==> src/rtl/decode_stage.sv <==
// MIPS instruction-decode stage: decodes IF/ID, bypasses writeback over RF read data,
// detects load-use hazards against ID/EX and registers the decoded result into ID/EX.
module decode_stage #(
    parameter bit WB_BYPASS = 1'b1
) (
    input  logic        clk,
    input  logic        reset,
    input  logic        if_valid,
    input  logic [31:0] if_instr,
    input  logic [31:0] if_pc4,
    output logic [4:0]  rf_raddr1,
    output logic [4:0]  rf_raddr2,
    input  logic [31:0] rf_rdata1,
    input  logic [31:0] rf_rdata2,
    input  logic        wb_regwrite,
    input  logic [4:0]  wb_waddr,
    input  logic [31:0] wb_wdata,
    input  logic        ex_flush,
    output logic        stall_id,
    output logic        ex_valid,
    output logic [31:0] ex_pc4,
    output logic [31:0] ex_rs_data,
    output logic [31:0] ex_rt_data,
    output logic [31:0] ex_imm,
    output logic [4:0]  ex_rs,
    output logic [4:0]  ex_rt,
    output logic [4:0]  ex_rd,
    output logic [4:0]  ex_shamt,
    output logic [3:0]  ex_alu_op,
    output logic        ex_alu_src,
    output logic        ex_mem_read,
    output logic        ex_mem_write,
    output logic        ex_reg_write,
    output logic        ex_mem_to_reg,
    output logic        ex_beq,
    output logic        ex_bne,
    output logic        ex_illegal
);

    localparam logic [5:0] OpRtype = 6'h00;
    localparam logic [5:0] OpBeq   = 6'h04;
    localparam logic [5:0] OpBne   = 6'h05;
    localparam logic [5:0] OpAddi  = 6'h08;
    localparam logic [5:0] OpAddiu = 6'h09;
    localparam logic [5:0] OpSlti  = 6'h0A;
    localparam logic [5:0] OpSltiu = 6'h0B;
    localparam logic [5:0] OpAndi  = 6'h0C;
    localparam logic [5:0] OpOri   = 6'h0D;
    localparam logic [5:0] OpXori  = 6'h0E;
    localparam logic [5:0] OpLui   = 6'h0F;
    localparam logic [5:0] OpLw    = 6'h23;
    localparam logic [5:0] OpSw    = 6'h2B;

    localparam logic [3:0] AluAdd  = 4'd0;
    localparam logic [3:0] AluSub  = 4'd1;
    localparam logic [3:0] AluAnd  = 4'd2;
    localparam logic [3:0] AluOr   = 4'd3;
    localparam logic [3:0] AluXor  = 4'd4;
    localparam logic [3:0] AluNor  = 4'd5;
    localparam logic [3:0] AluSlt  = 4'd6;
    localparam logic [3:0] AluSltu = 4'd7;
    localparam logic [3:0] AluSll  = 4'd8;
    localparam logic [3:0] AluSrl  = 4'd9;
    localparam logic [3:0] AluSra  = 4'd10;

    typedef struct packed {
        logic        valid;
        logic [31:0] pc4;
        logic [31:0] rs_data;
        logic [31:0] rt_data;
        logic [31:0] imm;
        logic [4:0]  rs;
        logic [4:0]  rt;
        logic [4:0]  rd;
        logic [4:0]  shamt;
        logic [3:0]  alu_op;
        logic        alu_src;
        logic        mem_read;
        logic        mem_write;
        logic        reg_write;
        logic        mem_to_reg;
        logic        beq;
        logic        bne;
        logic        illegal;
    } id_ex_t;

    id_ex_t id_ex_d, id_ex_q;

    logic [5:0]  opcode;
    logic [5:0]  funct;
    logic [4:0]  rs_f, rt_f, rd_f;
    logic [31:0] sext_imm, zext_imm;

    logic [31:0] dec_imm;
    logic [4:0]  dec_dest;
    logic [4:0]  dec_shamt;
    logic [3:0]  dec_alu_op;
    logic        dec_alu_src;
    logic        dec_mem_read;
    logic        dec_mem_write;
    logic        dec_mem_to_reg;
    logic        dec_beq;
    logic        dec_bne;
    logic        dec_writes;
    logic        dec_illegal;
    logic        rs_used;
    logic        rt_used;

    logic        rs_bypass, rt_bypass;
    logic [31:0] rs_data, rt_data;
    logic        load_use;

    assign opcode   = if_instr[31:26];
    assign rs_f     = if_instr[25:21];
    assign rt_f     = if_instr[20:16];
    assign rd_f     = if_instr[15:11];
    assign funct    = if_instr[5:0];
    assign sext_imm = {{16{if_instr[15]}}, if_instr[15:0]};
    assign zext_imm = {16'h0000, if_instr[15:0]};

    assign rf_raddr1 = rs_f;
    assign rf_raddr2 = rt_f;

    always_comb begin
        dec_imm        = 32'h0;
        dec_dest       = 5'd0;
        dec_shamt      = 5'd0;
        dec_alu_op     = AluAdd;
        dec_alu_src    = 1'b0;
        dec_mem_read   = 1'b0;
        dec_mem_write  = 1'b0;
        dec_mem_to_reg = 1'b0;
        dec_beq        = 1'b0;
        dec_bne        = 1'b0;
        dec_writes     = 1'b0;
        dec_illegal    = 1'b0;
        rs_used        = 1'b1;
        rt_used        = 1'b0;

        case (opcode)
            OpRtype: begin
                dec_dest   = rd_f;
                dec_shamt  = if_instr[10:6];
                dec_writes = 1'b1;
                rt_used    = 1'b1;
                case (funct)
                    6'h00: begin dec_alu_op = AluSll; rs_used = 1'b0; end
                    6'h02: begin dec_alu_op = AluSrl; rs_used = 1'b0; end
                    6'h03: begin dec_alu_op = AluSra; rs_used = 1'b0; end
                    6'h20, 6'h21: dec_alu_op = AluAdd;
                    6'h22, 6'h23: dec_alu_op = AluSub;
                    6'h24: dec_alu_op = AluAnd;
                    6'h25: dec_alu_op = AluOr;
                    6'h26: dec_alu_op = AluXor;
                    6'h27: dec_alu_op = AluNor;
                    6'h2A: dec_alu_op = AluSlt;
                    6'h2B: dec_alu_op = AluSltu;
                    default: dec_illegal = 1'b1;
                endcase
            end
            OpAddi, OpAddiu, OpSlti, OpSltiu, OpAndi, OpOri, OpXori, OpLui: begin
                dec_dest    = rt_f;
                dec_writes  = 1'b1;
                dec_alu_src = 1'b1;
                dec_imm     = sext_imm;
                case (opcode)
                    OpSlti:  dec_alu_op = AluSlt;
                    OpSltiu: dec_alu_op = AluSltu;
                    OpAndi:  begin dec_alu_op = AluAnd; dec_imm = zext_imm; end
                    OpOri:   begin dec_alu_op = AluOr;  dec_imm = zext_imm; end
                    OpXori:  begin dec_alu_op = AluXor; dec_imm = zext_imm; end
                    OpLui:   dec_imm = {if_instr[15:0], 16'h0000};
                    default: dec_alu_op = AluAdd;
                endcase
            end
            OpLw: begin
                dec_dest       = rt_f;
                dec_writes     = 1'b1;
                dec_alu_src    = 1'b1;
                dec_imm        = sext_imm;
                dec_mem_read   = 1'b1;
                dec_mem_to_reg = 1'b1;
            end
            OpSw: begin
                dec_alu_src   = 1'b1;
                dec_imm       = sext_imm;
                dec_mem_write = 1'b1;
                rt_used       = 1'b1;
            end
            OpBeq, OpBne: begin
                dec_alu_op = AluSub;
                dec_imm    = sext_imm;
                dec_beq    = (opcode == OpBeq);
                dec_bne    = (opcode == OpBne);
                rt_used    = 1'b1;
            end
            default: dec_illegal = 1'b1;
        endcase

        // Illegal instructions still travel down the pipe but carry no side effects.
        if (dec_illegal) begin
            dec_imm        = 32'h0;
            dec_dest       = 5'd0;
            dec_shamt      = 5'd0;
            dec_alu_op     = AluAdd;
            dec_alu_src    = 1'b0;
            dec_mem_read   = 1'b0;
            dec_mem_write  = 1'b0;
            dec_mem_to_reg = 1'b0;
            dec_beq        = 1'b0;
            dec_bne        = 1'b0;
            dec_writes     = 1'b0;
            rs_used        = 1'b0;
            rt_used        = 1'b0;
        end
    end

    assign rs_bypass = WB_BYPASS && wb_regwrite && (wb_waddr != 5'd0) && (wb_waddr == rs_f);
    assign rt_bypass = WB_BYPASS && wb_regwrite && (wb_waddr != 5'd0) && (wb_waddr == rt_f);
    assign rs_data   = rs_bypass ? wb_wdata : rf_rdata1;
    assign rt_data   = rt_bypass ? wb_wdata : rf_rdata2;

    assign load_use = id_ex_q.valid && id_ex_q.mem_read && (id_ex_q.rd != 5'd0) &&
                      ((rs_used && (rs_f == id_ex_q.rd)) || (rt_used && (rt_f == id_ex_q.rd)));
    assign stall_id = load_use && if_valid && !ex_flush;

    always_comb begin
        id_ex_d = '0;
        if (!ex_flush && !stall_id && if_valid) begin
            id_ex_d.valid      = 1'b1;
            id_ex_d.pc4        = if_pc4;
            id_ex_d.rs_data    = rs_data;
            id_ex_d.rt_data    = rt_data;
            id_ex_d.imm        = dec_imm;
            id_ex_d.rs         = rs_f;
            id_ex_d.rt         = rt_f;
            id_ex_d.rd         = dec_dest;
            id_ex_d.shamt      = dec_shamt;
            id_ex_d.alu_op     = dec_alu_op;
            id_ex_d.alu_src    = dec_alu_src;
            id_ex_d.mem_read   = dec_mem_read;
            id_ex_d.mem_write  = dec_mem_write;
            id_ex_d.reg_write  = dec_writes && (dec_dest != 5'd0);
            id_ex_d.mem_to_reg = dec_mem_to_reg;
            id_ex_d.beq        = dec_beq;
            id_ex_d.bne        = dec_bne;
            id_ex_d.illegal    = dec_illegal;
        end
    end

    always_ff @(posedge clk) begin
        if (reset) begin
            id_ex_q <= '0;
        end else begin
            id_ex_q <= id_ex_d;
        end
    end

    assign ex_valid      = id_ex_q.valid;
    assign ex_pc4        = id_ex_q.pc4;
    assign ex_rs_data    = id_ex_q.rs_data;
    assign ex_rt_data    = id_ex_q.rt_data;
    assign ex_imm        = id_ex_q.imm;
    assign ex_rs         = id_ex_q.rs;
    assign ex_rt         = id_ex_q.rt;
    assign ex_rd         = id_ex_q.rd;
    assign ex_shamt      = id_ex_q.shamt;
    assign ex_alu_op     = id_ex_q.alu_op;
    assign ex_alu_src    = id_ex_q.alu_src;
    assign ex_mem_read   = id_ex_q.mem_read;
    assign ex_mem_write  = id_ex_q.mem_write;
    assign ex_reg_write  = id_ex_q.reg_write;
    assign ex_mem_to_reg = id_ex_q.mem_to_reg;
    assign ex_beq        = id_ex_q.beq;
    assign ex_bne        = id_ex_q.bne;
    assign ex_illegal    = id_ex_q.illegal;

endmodule
==> config.mk <==
export PLATFORM = sky130hd
export DESIGN_NAME = decode_stage
export DESIGN_NICKNAME = d
export VERILOG_FILES = /design/src/rtl/decode_stage.sv
export SDC_FILE = /design/constraint.sdc
export NUM_CORES = 1
export LEC_CHECK = 0
export ABC_AREA = 1
export CAP_MARGIN = 25
export CELL_PAD_IN_SITES_DETAIL_PLACEMENT = 1
export CELL_PAD_IN_SITES_GLOBAL_PLACEMENT = 2
export CORE_MARGIN = 4
export CORE_UTILIZATION = 21
export CTS_CLUSTER_SIZE = 16
export DETAILED_ROUTE_END_ITERATION = 16
export PLACE_DENSITY_LB_ADDON = 0.1
export SETUP_SLACK_MARGIN = 0.05
export SYNTH_ARGS = -nofsm -noshare
export SYNTH_HDL_FRONTEND = slang
export SYNTH_SLANG_ARGS = --single-unit
==> constraint.sdc <==
create_clock -name clk -period 4.9 [get_ports clk]
set_input_delay 0.98 -clock clk [delete_from_list [all_inputs] [get_ports clk]]
set_output_delay 0.98 -clock clk [all_outputs]
set_load 0.03 [all_outputs]
* Word-level counts from Yosys, hierarchy flattened
Index checks and enable logic that the tools add are counted.
** Storage, ports and cells
- Bits in registers :: 160
- Input bits :: 170
- Output and inout port bits :: 172
** Cells by class
- Eq/ne operators :: 28
- Mux-type cells :: 33
- Bitwise operators :: 3
- Reduce and logical (&&, ||, !) cells :: 37
** Operators by type and width (count)
- 161-bit two-way mux :: 1
- 32-bit case mux with 2 select lines :: 2
- 32-bit two-way mux :: 3
- 6-bit equality test, second input constant :: 12
- 6-bit by 4-bit equality test with 1-bit output, second input constant :: 8
- 4-bit case mux with 10 select lines :: 1
- 5-bit equality test :: 4
- 10-bit OR reduction :: 2
- 1-bit two-way mux :: 18
- 4-bit OR reduction :: 4
- 5-bit two-way mux :: 3
- 3-bit case mux with 5 select lines :: 1
- 5-bit nonzero test :: 3
- 1-bit logical AND :: 13
- 13-bit OR reduction :: 1
- 6-bit by 2-bit equality test with 1-bit output, second input constant :: 2
- 6-bit by 3-bit equality test with 1-bit output, second input constant :: 2
- 6-bit zero test :: 2
- 4-bit case mux with 3 select lines :: 1
- 12-bit OR reduction :: 1
- 5-bit case mux with 2 select lines :: 1
- 3-bit OR reduction :: 3
- 9-bit OR reduction :: 1
- 8-bit OR reduction :: 1
- other kinds (6) :: 11

* Depth between registers and ports, before layout
- Word-level depth :: 15
- Mapped depth :: 13

* Worst setup path before layout
Ideal clock, no wire load.
- Path type :: input to output
- Start :: input port if_instr[31]
- End :: output port stall_id
- Arrival time :: 2220 ps
- Slack :: 1700 ps
- Stages on the path :: 10
- Path buffers :: 1
- Cell sequence :: nor2_4 nand3_2 buf_4 nand2_1 inv_2 nand2_1 nand2_1 nand2_1 nand3_4 nor2_1
** On the way
- Word-level cells in the longest chain between the ends :: 9
- Elaborated cells between the ends (all ways) :: 26
** Ends and longest elaborated chain
- from (decl) :: line 9 : input logic [31:0] if_instr,
- 6-bit by 3-bit equality test with 1-bit output (tied with other cells) :: line 140 : case (opcode)
- 12-bit OR reduction (no source line) / 4-bit OR reduction (equally long branches)
- 1-bit case mux with 2 select lines / 1-bit two-way mux (equally long branches) :: line 140
- 1-bit two-way mux :: line 201 : if (dec_illegal) begin
- 1-bit logical AND :: line 224 : ((rs_used && (rs_f == id_ex_q.rd)) || (rt_used && (rt_f == id_ex_q.rd)));
- 1-bit logical OR * :: line 224
- 1-bit logical AND * :: line 223 : assign load_use = id_ex_q.valid && id_ex_q.mem_read && (id_ex_q.rd != 5'd0) &&
- 1-bit logical AND * (2 in a row) :: line 225 : assign stall_id = load_use && if_valid && !ex_flush;
- to (decl) :: line 19 : output logic stall_id,
Mark *: on every way between the ends. The rest lies on a longest branch, timed or not.

* Worst setup path after layout
- Start :: input port if_instr[28]
- End :: output port stall_id
The elaborated chain is that of the path after synthesis.

==> impl_metrics.env <==
export IMPL_relSlewSlack=0.476
export IMPL_ant_nets=0
export IMPL_synth_avg_cell_area_um2=7.37
export IMPL_core_area_um2=29000
export IMPL_grt_remaining_overflow=0
export IMPL_slew_viol_final=0
export IMPL_synth_nets=1018
export IMPL_wl_met2_um=11600
export IMPL_rsz0062_at_grt="no"
export IMPL_worst_slack_ns=0.455
export IMPL_detail_route_wl_per_cell_um=15.8
export IMPL_routabilityCongestion=0.782
export IMPL_cts_buffer_depth=2
export IMPL_synth_edff_count=0
export IMPL_fillers=3494
export IMPL_start_kind="primary input"
export IMPL_setup_tns_ns=0
export IMPL_powerDensity_nw_per_um2=295
export IMPL_finClkSkew_ns=0.0166
export IMPL_synth_ff_type="dfxtp_1"
export IMPL_die_y_um=181
export IMPL_antenna_found_initial=2
export IMPL_switching_share=0.269
export IMPL_post_route_period_util=0.907
export IMPL_cts_resized=0
export IMPL_cts_root_buf="clkbuf_16"
export IMPL_ys_top_cells_by_count="186 x nor2_1, 169 x inv_1, 160 x dfxtp_1"
export IMPL_synth_seq_cells=160
export IMPL_cp_max_fo=11
export IMPL_setup_violations=0
export IMPL_nNetsFinal=1345
export IMPL_cts_hold_buf=0
export IMPL_synth_warnings=0
export IMPL_syn_inst=848
export IMPL_fp_dieW_um=181
export IMPL_via_per_inst=3.95
export IMPL_clockPowerShare=0.435
export IMPL_yosysUniqueCellTypes=33
export IMPL_sequentialPowerShare=0.428
export IMPL_power_leakage_nw=4.69
export IMPL_cp_arrival_ns=3.47
export IMPL_cap_violations=0
export IMPL_p_comb_frac=0.137
export IMPL_synthMostInstantiatedCell="nor2_1"
export IMPL_netlist_area_um2=6250
export IMPL_crit_required_ns=3.92
export IMPL_cts_tree="yes"
export IMPL_syn_to_final_growth_pct=68.6
export IMPL_yosys_area_top_type="dfxtp_1"
export IMPL_start_util=0.215
export IMPL_num_io_pins=342
export IMPL_drive_above_1_share=0.0547
export IMPL_drt_iter0_drc=205
export IMPL_grtUsageTotal=0.149
export IMPL_place_ws_ns=0.476
export IMPL_worstMarginPinSlew_ns=0.784
export IMPL_first_pass_iters=4
export IMPL_cts_setup_buffers=0
export IMPL_dr_max_layer_used="met5"
export IMPL_path_clk_slew_ns=0.07
export IMPL_hold_class="reg -> reg"
export IMPL_rrSetupSlack_ns=2.59
export IMPL_netlist_area_leader_share=0.512
export IMPL_p_sw_mw=0.838
export IMPL_cts_max_level=4
export IMPL_clock_sinks=160
export IMPL_synthTopCellsByArea="dfxtp_1 51%, nor2_1 11%, inv_1 10%"
export IMPL_wl_um=24800
export IMPL_io_buffers=341
export IMPL_path_class="in -> out"
export IMPL_numCtsBuffers=17
export IMPL_first_global_vias=6404
export IMPL_ys_async_sr_fraction=0
export IMPL_met1_length_um=10200
export IMPL_core_rowCount=62
export IMPL_internal_power_mw=2.27
export IMPL_remaining_drc_errors=0
export IMPL_peakVddDrop_mv=0.169
export IMPL_dp_hpwl_um=19600
export IMPL_clkLatencyLatePin_ns=0.43
export IMPL_antennaDiodeCount=0
export IMPL_finalCriticalPeriod_ns=4.45
export IMPL_fmax_mhz=225
export IMPL_finalHoldViolCount=0
export IMPL_grt_pass1_wl_um=37800
export IMPL_status="finished, final reports clean"
export IMPL_die_area_um2=32600
export IMPL_seq_area_frac_synth=0.512
export IMPL_met3RoutedLength_um=2520
export IMPL_grt_max_degree=59
export IMPL_endpoint_kind="output pin"
export IMPL_dr_total_vias=6209
[critical path: stages]
cell and delay, ns:
clkdlybuf4s50_1 0.53, nor2_1 0.21, nand3_2 0.28, inv_2 0.22, nand2_1 0.09, nand2_2 0.14, nand3_4 0.18, nor2_1 0.13
clkdlybuf4s50_1 0.70
[through the flow]
step,cells,hold slack (ns),area (um^2),utilization,total power [mW]
2_1_floorplan,848,0.851,6250,-,1.55
4_1_cts,1572,0.818,10500,0.363,3.18
5_1_grt,1572,0.869,10500,0.363,3.26
3_5_place_dp,1540,0.816,9950,0.343,1.79
6_report,1572,0.822,10500,0.363,3.11
3_3_place_gp,1540,0.828,9950,0.343,1.79
[layout by cell type (no fill, tap or decap), types with 4 or more instances in the layout]
cell,n
clkdlybuf4s50_1,341
buf_4,6
clkinv_4,4
nand4_1,7
nor2_1,186
xor2_1,4
inv_2,10
dfxtp_1,160
clkbuf_16,17
inv_1,169
nand3_2,6
xnor2_1,12
nand3_1,14
a21oi_1,10
inv_6,5
o21ai_0,77
nand2_1,128
[layer usage]
layer,GRT usage,vias to the layer above
met4,0.0426,2
met5,0,-
met2,0.253,236
met1,0.170,2801
met3,0.0680,25
li1,-,3145
[cells by family (layout without fill, tap and decap cells)]
group           Yosys count  after routing  synth area share
buf+inv                 220            560             0.151
xor+xnor                 16             16            0.0224
compound gates           94             94            0.0776
simple gates            358            358             0.237
flops                   160            160             0.512
[power groups by stage]
stage	clock network (mW)	logic, mW	registers (mW)
floorplan	0	0.138	1.41
global placement	0	0.430	1.36
detailed placement	0	0.432	1.36
CTS	1.41	0.434	1.33
global route	1.46	0.468	1.33
finish	1.35	0.425	1.33
[area by class of cell]
type / count / area, um^2 / area share
clock buffers: 18 / 439 / 0.0417
clock inverters: 14 / 149 / 0.0141
inverters: 180 / 676 / 0.0641
well taps: 384 / 480 / 0.0456
repair buffers: 348 / 3480 / 0.330
multi-input cells: 468 / 2120 / 0.201
flip-flops and latches: 160 / 3200 / 0.304
[final timing paths]
kind	start	end	cells past startpoint
max	if_instr[28]	stall_id	9
min	ex_valid	ex_illegal	5
max reg2reg	ex_rd[4]	ex_rt_data[16]	12
min reg2reg	ex_valid	ex_illegal	5
Note: power is estimated with default switching activity, not from simulation.
